--- config.mk ---
export PLATFORM = sky130hd
export DESIGN_NAME = dpram_port_master
export DESIGN_NICKNAME = d
export VERILOG_FILES = /design/src/rtl/dpram_port_master.sv
export SDC_FILE = /design/constraint.sdc
export NUM_CORES = 1
export LEC_CHECK = 0
export CORE_MARGIN = 1
export CORE_UTILIZATION = 52
export DETAILED_ROUTE_END_ITERATION = 8
export PLACE_DENSITY = 0.89
export SLEW_MARGIN = 20
export SYNTH_ARGS = -nofsm -noshare
export SYNTH_HDL_FRONTEND = slang
export SYNTH_SLANG_ARGS = --single-unit
export TNS_END_PERCENT = 50
--- constraint.sdc ---
create_clock -name clk -period 3.16 [get_ports clk]
set_clock_uncertainty 0.05 [all_clocks]
set_input_delay 0.474 -clock clk [delete_from_list [all_inputs] [get_ports clk]]
set_output_delay 0.474 -clock clk [all_outputs]
set_load 0.02 [all_outputs]
--- src/rtl/dpram_port_master.sv ---
// dpram_port_master
//   Initiator for one synchronous-read port of a dual-port RAM (1-cycle read
//   latency). Turns a valid/ready request stream of reads and writes into RAM
//   port cycles and returns read data, in request order, on a valid/ready
//   response stream backed by a credit-limited response FIFO.
//
// Ports
//   clk, rst            single clock, synchronous active-high reset
//   req_valid/ready     request handshake; req_we selects write (1) / read (0)
//   req_addr, req_wdata request word address and write data
//   rsp_valid/ready     response handshake; rsp_rdata carries read data
//   ram_we, ram_addr,   combinational drive of the RAM port in the accept cycle
//   ram_din
//   ram_dout            RAM read data, valid one cycle after the read address
//
// Build option
//   DPRAM_PORT_MASTER_STATS_EN: adds rd_count/wr_count outputs counting accepted
//   reads and writes (wrapping 32-bit counters).
module dpram_port_master #(
  parameter int DATA_WIDTH = 32,
  parameter int ADDR_WIDTH = 8,
  parameter int RSP_DEPTH  = 4
) (
  input  logic                  clk,
  input  logic                  rst,
  input  logic                  req_valid,
  output logic                  req_ready,
  input  logic                  req_we,
  input  logic [ADDR_WIDTH-1:0] req_addr,
  input  logic [DATA_WIDTH-1:0] req_wdata,
  output logic                  rsp_valid,
  input  logic                  rsp_ready,
  output logic [DATA_WIDTH-1:0] rsp_rdata,
  output logic                  ram_we,
  output logic [ADDR_WIDTH-1:0] ram_addr,
  output logic [DATA_WIDTH-1:0] ram_din,
  input  logic [DATA_WIDTH-1:0] ram_dout
`ifdef DPRAM_PORT_MASTER_STATS_EN
  ,
  output logic [31:0]           rd_count,
  output logic [31:0]           wr_count
`endif
);

  localparam int PW = $clog2(RSP_DEPTH);
  localparam int CW = PW + 1;

  logic [DATA_WIDTH-1:0] fifo_q [RSP_DEPTH];
  logic [PW-1:0]         wr_ptr_q, wr_ptr_d;
  logic [PW-1:0]         rd_ptr_q, rd_ptr_d;
  logic [CW-1:0]         count_q, count_d;
  logic                  rd_pend_q, rd_pend_d;
  logic [CW-1:0]         occ;
  logic                  accept, push, pop;

  // Every read in flight or parked in the FIFO holds one credit, so a push
  // can never land on a full FIFO unless a pop happens in the same cycle.
  assign occ       = count_q + CW'(rd_pend_q);
  assign req_ready = !rst && (occ < CW'(RSP_DEPTH));
  assign accept    = req_valid && req_ready;

  // RAM port is driven straight from the request in the accept cycle; address
  // and data are parked at zero when idle.
  assign ram_we    = accept && req_we;
  assign ram_addr  = accept ? req_addr  : '0;
  assign ram_din   = accept ? req_wdata : '0;

  assign rsp_valid = !rst && (count_q != '0);
  assign rsp_rdata = rsp_valid ? fifo_q[rd_ptr_q] : '0;

  // ram_dout belongs to the read accepted one cycle earlier.
  assign push = rd_pend_q;
  assign pop  = rsp_valid && rsp_ready;

  always_comb begin
    rd_pend_d = accept && !req_we;
    wr_ptr_d  = wr_ptr_q;
    rd_ptr_d  = rd_ptr_q;
    count_d   = count_q;
    if (push) wr_ptr_d = wr_ptr_q + PW'(1);
    if (pop)  rd_ptr_d = rd_ptr_q + PW'(1);
    unique case ({push, pop})
      2'b10:   count_d = count_q + CW'(1);
      2'b01:   count_d = count_q - CW'(1);
      default: count_d = count_q;
    endcase
  end

  always_ff @(posedge clk) begin
    if (rst) begin
      rd_pend_q <= 1'b0;
      wr_ptr_q  <= '0;
      rd_ptr_q  <= '0;
      count_q   <= '0;
    end else begin
      rd_pend_q <= rd_pend_d;
      wr_ptr_q  <= wr_ptr_d;
      rd_ptr_q  <= rd_ptr_d;
      count_q   <= count_d;
    end
  end

  // Storage is not reset: entries are only visible through count_q.
  always_ff @(posedge clk) begin
    if (push) fifo_q[wr_ptr_q] <= ram_dout;
  end

`ifdef DPRAM_PORT_MASTER_STATS_EN
  logic [31:0] rd_count_q, rd_count_d;
  logic [31:0] wr_count_q, wr_count_d;

  always_comb begin
    rd_count_d = rd_count_q;
    wr_count_d = wr_count_q;
    if (accept && !req_we) rd_count_d = rd_count_q + 32'd1;
    if (accept &&  req_we) wr_count_d = wr_count_q + 32'd1;
  end

  always_ff @(posedge clk) begin
    if (rst) begin
      rd_count_q <= '0;
      wr_count_q <= '0;
    end else begin
      rd_count_q <= rd_count_d;
      wr_count_q <= wr_count_d;
    end
  end

  assign rd_count = rd_count_q;
  assign wr_count = wr_count_q;
`endif

endmodule
==> qor.json, run 1 <==
{
  "synth": {
    "netlist.area_leader.share_pct": 68.02,
    "synthDistinctLibCells": 26,
    "synth.net_count": 391,
    "synthesis.instances": 308,
    "yosys_warnings": 0,
    "muxShareOfSynthArea_pct": 13.06,
    "synthAdderAreaFrac_pct": 1.461,
    "synth-seq-cells": 138,
    "main_combinational_cell_family_by_area_after_synthesis": "multiplexers",
    "synth_sequential_area_ratio_pct": 71.57,
    "synthesis.area_per_instance_um2": 18.35,
    "synth_largest_area_cell": "edfxtp_1",
    "synth.cell_area_um2": 5650,
    "synth.area.top_cells": "edfxtp_1 68%, mux4_2 12%, and3_1 4.5%",
    "synth_compound_gate_area_share_pct": 0.5757,
    "synthSimpleGateAreaFrac_pct": 10.10,
    "post_synth_xor_area_fraction_pct": 0.7750
  },
  "place": {
    "place.port_buffers": 151,
    "place_congestion": 0.8773,
    "dp.final_hpwl_um": 7433,
    "dpl_worst_slack_ns": 0.2523
  },
  "cts": {
    "total_of_hold_buffers_inserted_after_clock_tree_synthesis": 0,
    "clkLatencyLatePin_ns": 0.50,
    "cts_htree_levels": 4,
    "cts.root.buffer_cell": "clkbuf_8",
    "clkTransAtPathRegs_ns": 0.06,
    "cts.sink_count": 138,
    "cts_post_setup_buffers_inserted": 0,
    "cts_inserted_buffers": 17,
    "clk_path_buf_depth": 2,
    "tritoncts": "built",
    "ctsResizeCount": 0
  },
  "detailed_routing": {
    "drtPass1Iterations": 4,
    "antenna_left": 0,
    "post-route-drc-count": 0,
    "routed_wirelength_um": 12230,
    "vias": 3317,
    "dr.first_iter.drc_count": 148,
    "detail_route.wl_per_cell_um": 19.92,
    "vias_per_cell": 5.402
  },
  "finish": {
    "antenna_cells_inserted": 0,
    "finalNetCount": 550,
    "fillCellCount": 610,
    "area_growth_pct": 39.95,
    "multi_input_logic_area_um2": 1485,
    "register_area_um2": 4046,
    "final_layout_size_suffix_gt1_share_pct": 15.90
  },
  "power": {
    "power.density_cell_area_nw_per_um2": 563.9,
    "vdd_drop_max_mv": 0.3940,
    "power_switching_uw": 910.2,
    "internal_power_uw": 3549,
    "power_leakage_uw": 0.002744,
    "pwr-share-comb_pct": 10.3,
    "p_sw_share_pct": 20.41,
    "power.share.clock_pct": 44.0,
    "sequentialPowerShare_pct": 45.7
  },
  "sta": {
    "final-setup-viol-count": 0,
    "layout_worst_path_cycle_share_pct": 95.10,
    "tightest_slew_ns": 0.8994,
    "final.setup.tns_ns": 0,
    "max_slew_margin_pct": 40.04,
    "layout_setup_ws_ns": 0.1548,
    "max_slew_violation_total_from_the_final_report": 0,
    "timing.final.hold_violations": 0,
    "finalWorstPathRequiredPeriod_ns": 3.005,
    "grt_setup_unrepaired": "false",
    "fmax_ghz": 0.3328
  },
  "global_routing": {
    "pin_count_of_the_biggest_net_entering_global_routing": 44,
    "globalRouteMet1Util_pct": 25.29,
    "grt_overflow_total": 0,
    "via_count_of_the_first_global_routing_pass": 3590,
    "grt.met3_usage_pct": 6.622,
    "grt_use_total_pct": 23.12,
    "grt_antenna_before_repair": 0,
    "busiest_layer": "met2",
    "met2_usage_pct": 43.60,
    "grt_first_pass_wirelength_um": 18710
  },
  "run": {
    "maxCapViolCount": 0
  },
  "die": {
    "design.core.area_um2": 10420,
    "fp.dieArea_um2": 11290,
    "ioPinCount": 152,
    "core.rowCount": 37,
    "die_height_um": 106.2,
    "die_x_um": 106.2,
    "initial_utilization_pct": 54.25
  },
  "critical_path": {
    "worst-endpoint-arrival_ns": 2.48,
    "req_time_crit_path_ns": 2.64,
    "cp-end-kind": "output pin",
    "crit_type": "reg2out",
    "crit_path_start_kind": "flop",
    "crit_fanout": 11
  },
  "run_status": {
    "result_of_the_run": "finished, final reports clean"
  },
  "worst_hold_path": {
    "hold_path_class": "reg2reg"
  }
}
==> worst paths after layout <==
| path | to | cells past startpoint | slack, ns | from |
|---|---|---|---|---|
| worst max-delay path | rsp_rdata[7] | 4 | 0.15 | flop |
| worst min-delay path | flop | 2 | 0.45 | rd_ptr_q[1]$_SDFFE_PP0P_ |
| worst max register to register | count_q[2]$_SDFFE_PP0P_ | 10 | 0.57 | count_q[2]$_SDFFE_PP0P_ |
| worst min register to register | flop | 2 | 0.45 | rd_ptr_q[1]$_SDFFE_PP0P_ |
==> area by class of cell <==
cell class                 instances  area share [%]
timing repair buffer             160           20.13
multi-input combinational        144           18.78
sequential                       138           51.17
clock buffer                      17           5.237
clock inverter                    13           2.247
inverter                           6          0.2848
tap                              136           2.152
==> stage by stage <==
stage          hold WS, ns  cells  util (%)  cell area [µm²]  total power (µW)
2_1_floorplan       0.4091    308         -             5650              2299
3_3_place_gp        0.4194    584     70.23             7316              2523
3_5_place_dp        0.4343    584     70.23             7316              2534
4_1_cts             0.4427    614     75.92             7908              4491
5_1_grt             0.4713    614     75.92             7908              4598
6_report            0.4479    614     75.92             7908              4459
==> layout by cell type (no fill, tap or decap) <==
| master | instances |
|---|---|
| a21oi_1 | 3 |
| and2_1 | 33 |
| and2_2 | 4 |
| and3_1 | 41 |
| and3b_1 | 1 |
| buf_12 | 1 |
| buf_4 | 8 |
| bufinv_16 | 4 |
| clkbuf_16 | 16 |
| clkbuf_8 | 1 |
| clkdlybuf4s50_1 | 151 |
| clkinv_1 | 3 |
| clkinv_2 | 1 |
| clkinv_4 | 2 |
| clkinvlp_4 | 2 |
| dfxtp_1 | 8 |
| dfxtp_2 | 2 |
| edfxtp_1 | 128 |
| fa_1 | 1 |
| ha_1 | 5 |
| inv_1 | 6 |
| inv_6 | 1 |
| mux2i_1 | 1 |
| mux4_1 | 2 |
| mux4_2 | 30 |
| nand2_1 | 1 |
| nand3_2 | 1 |
| nor2_1 | 7 |
| nor2_2 | 1 |
| nor2b_1 | 1 |
| nor2b_2 | 1 |
| nor3_1 | 1 |
| o21ai_0 | 2 |
| o31ai_1 | 1 |
| or3_1 | 2 |
| xnor2_1 | 1 |
| xor2_1 | 3 |
| xor2_2 | 1 |
==> cells by family (layout without fill, tap and decap cells) <==
| family | Yosys count | in the layout |
|---|---|---|
| and+or+nand+nor | 94 | 94 |
| muxes | 33 | 33 |
| buffers and inverters | 26 | 196 |
| AOI/OAI and AO/OA | 6 | 6 |
| xor gates and xnor gates | 5 | 5 |
| DFF | 138 | 138 |
| adders and majority gates | 6 | 6 |
==> cell usage after synthesis, drive strengths merged <==
cell	number
a21oi	3
and2	37
and3	41
and3b	1
buf	9
clkbuf	11
dfxtp	10
edfxtp	128
fa	1
ha	5
inv	6
mux2i	1
mux4	32
nand2	1
nand3	1
nor2	8
nor2b	2
nor3	1
o21ai	2
o31ai	1
or3	2
xnor2	1
xor2	4
==> flip-flops by register name, summed over array words and instances, names as in the netlist, named ones only <==
register / cells
wr_ptr_q: 2
push: 1
fifo_q: 128
count_q: 3
rd_ptr_q: 2
==> critical path, cell delays in order, from the launching register on <==
cell and delay (ns):
dfxtp_2 0.40, buf_4 0.29, mux4_2 0.58, and2_1 0.18
clkdlybuf4s50_1 0.53
==> per-layer routing <==
layer  vias up  routed length, µm
met2       139               7011
met1      1658               4539
met3         6                588
met5         -                  0
met4         0                 93
li1       1514                  -
==> power groups by stage <==
stage                     clock, µW  combinational, µW  sequential (µW)
after global routing           2070                490             2040
after CTS                      1990                466             2040
after detailed placement          0                458             2080
final                          1960                459             2040
after global placement            0                450             2070
after floorplan                   0                230             2070
No activity file was read; power rests on OpenSTA's default activity.
==> run 2, diff against run 1 <==
--- a/config.mk
+++ b/config.mk
@@ -5,7 +5,6 @@
 export SDC_FILE = /design/constraint.sdc
 export NUM_CORES = 1
 export LEC_CHECK = 0
-export CORE_MARGIN = 1
 export CORE_UTILIZATION = 52
 export DETAILED_ROUTE_END_ITERATION = 8
 export PLACE_DENSITY = 0.89
==> results of run 2 <==
The final DEF is identical to that of run 1; final timing and power are the same.
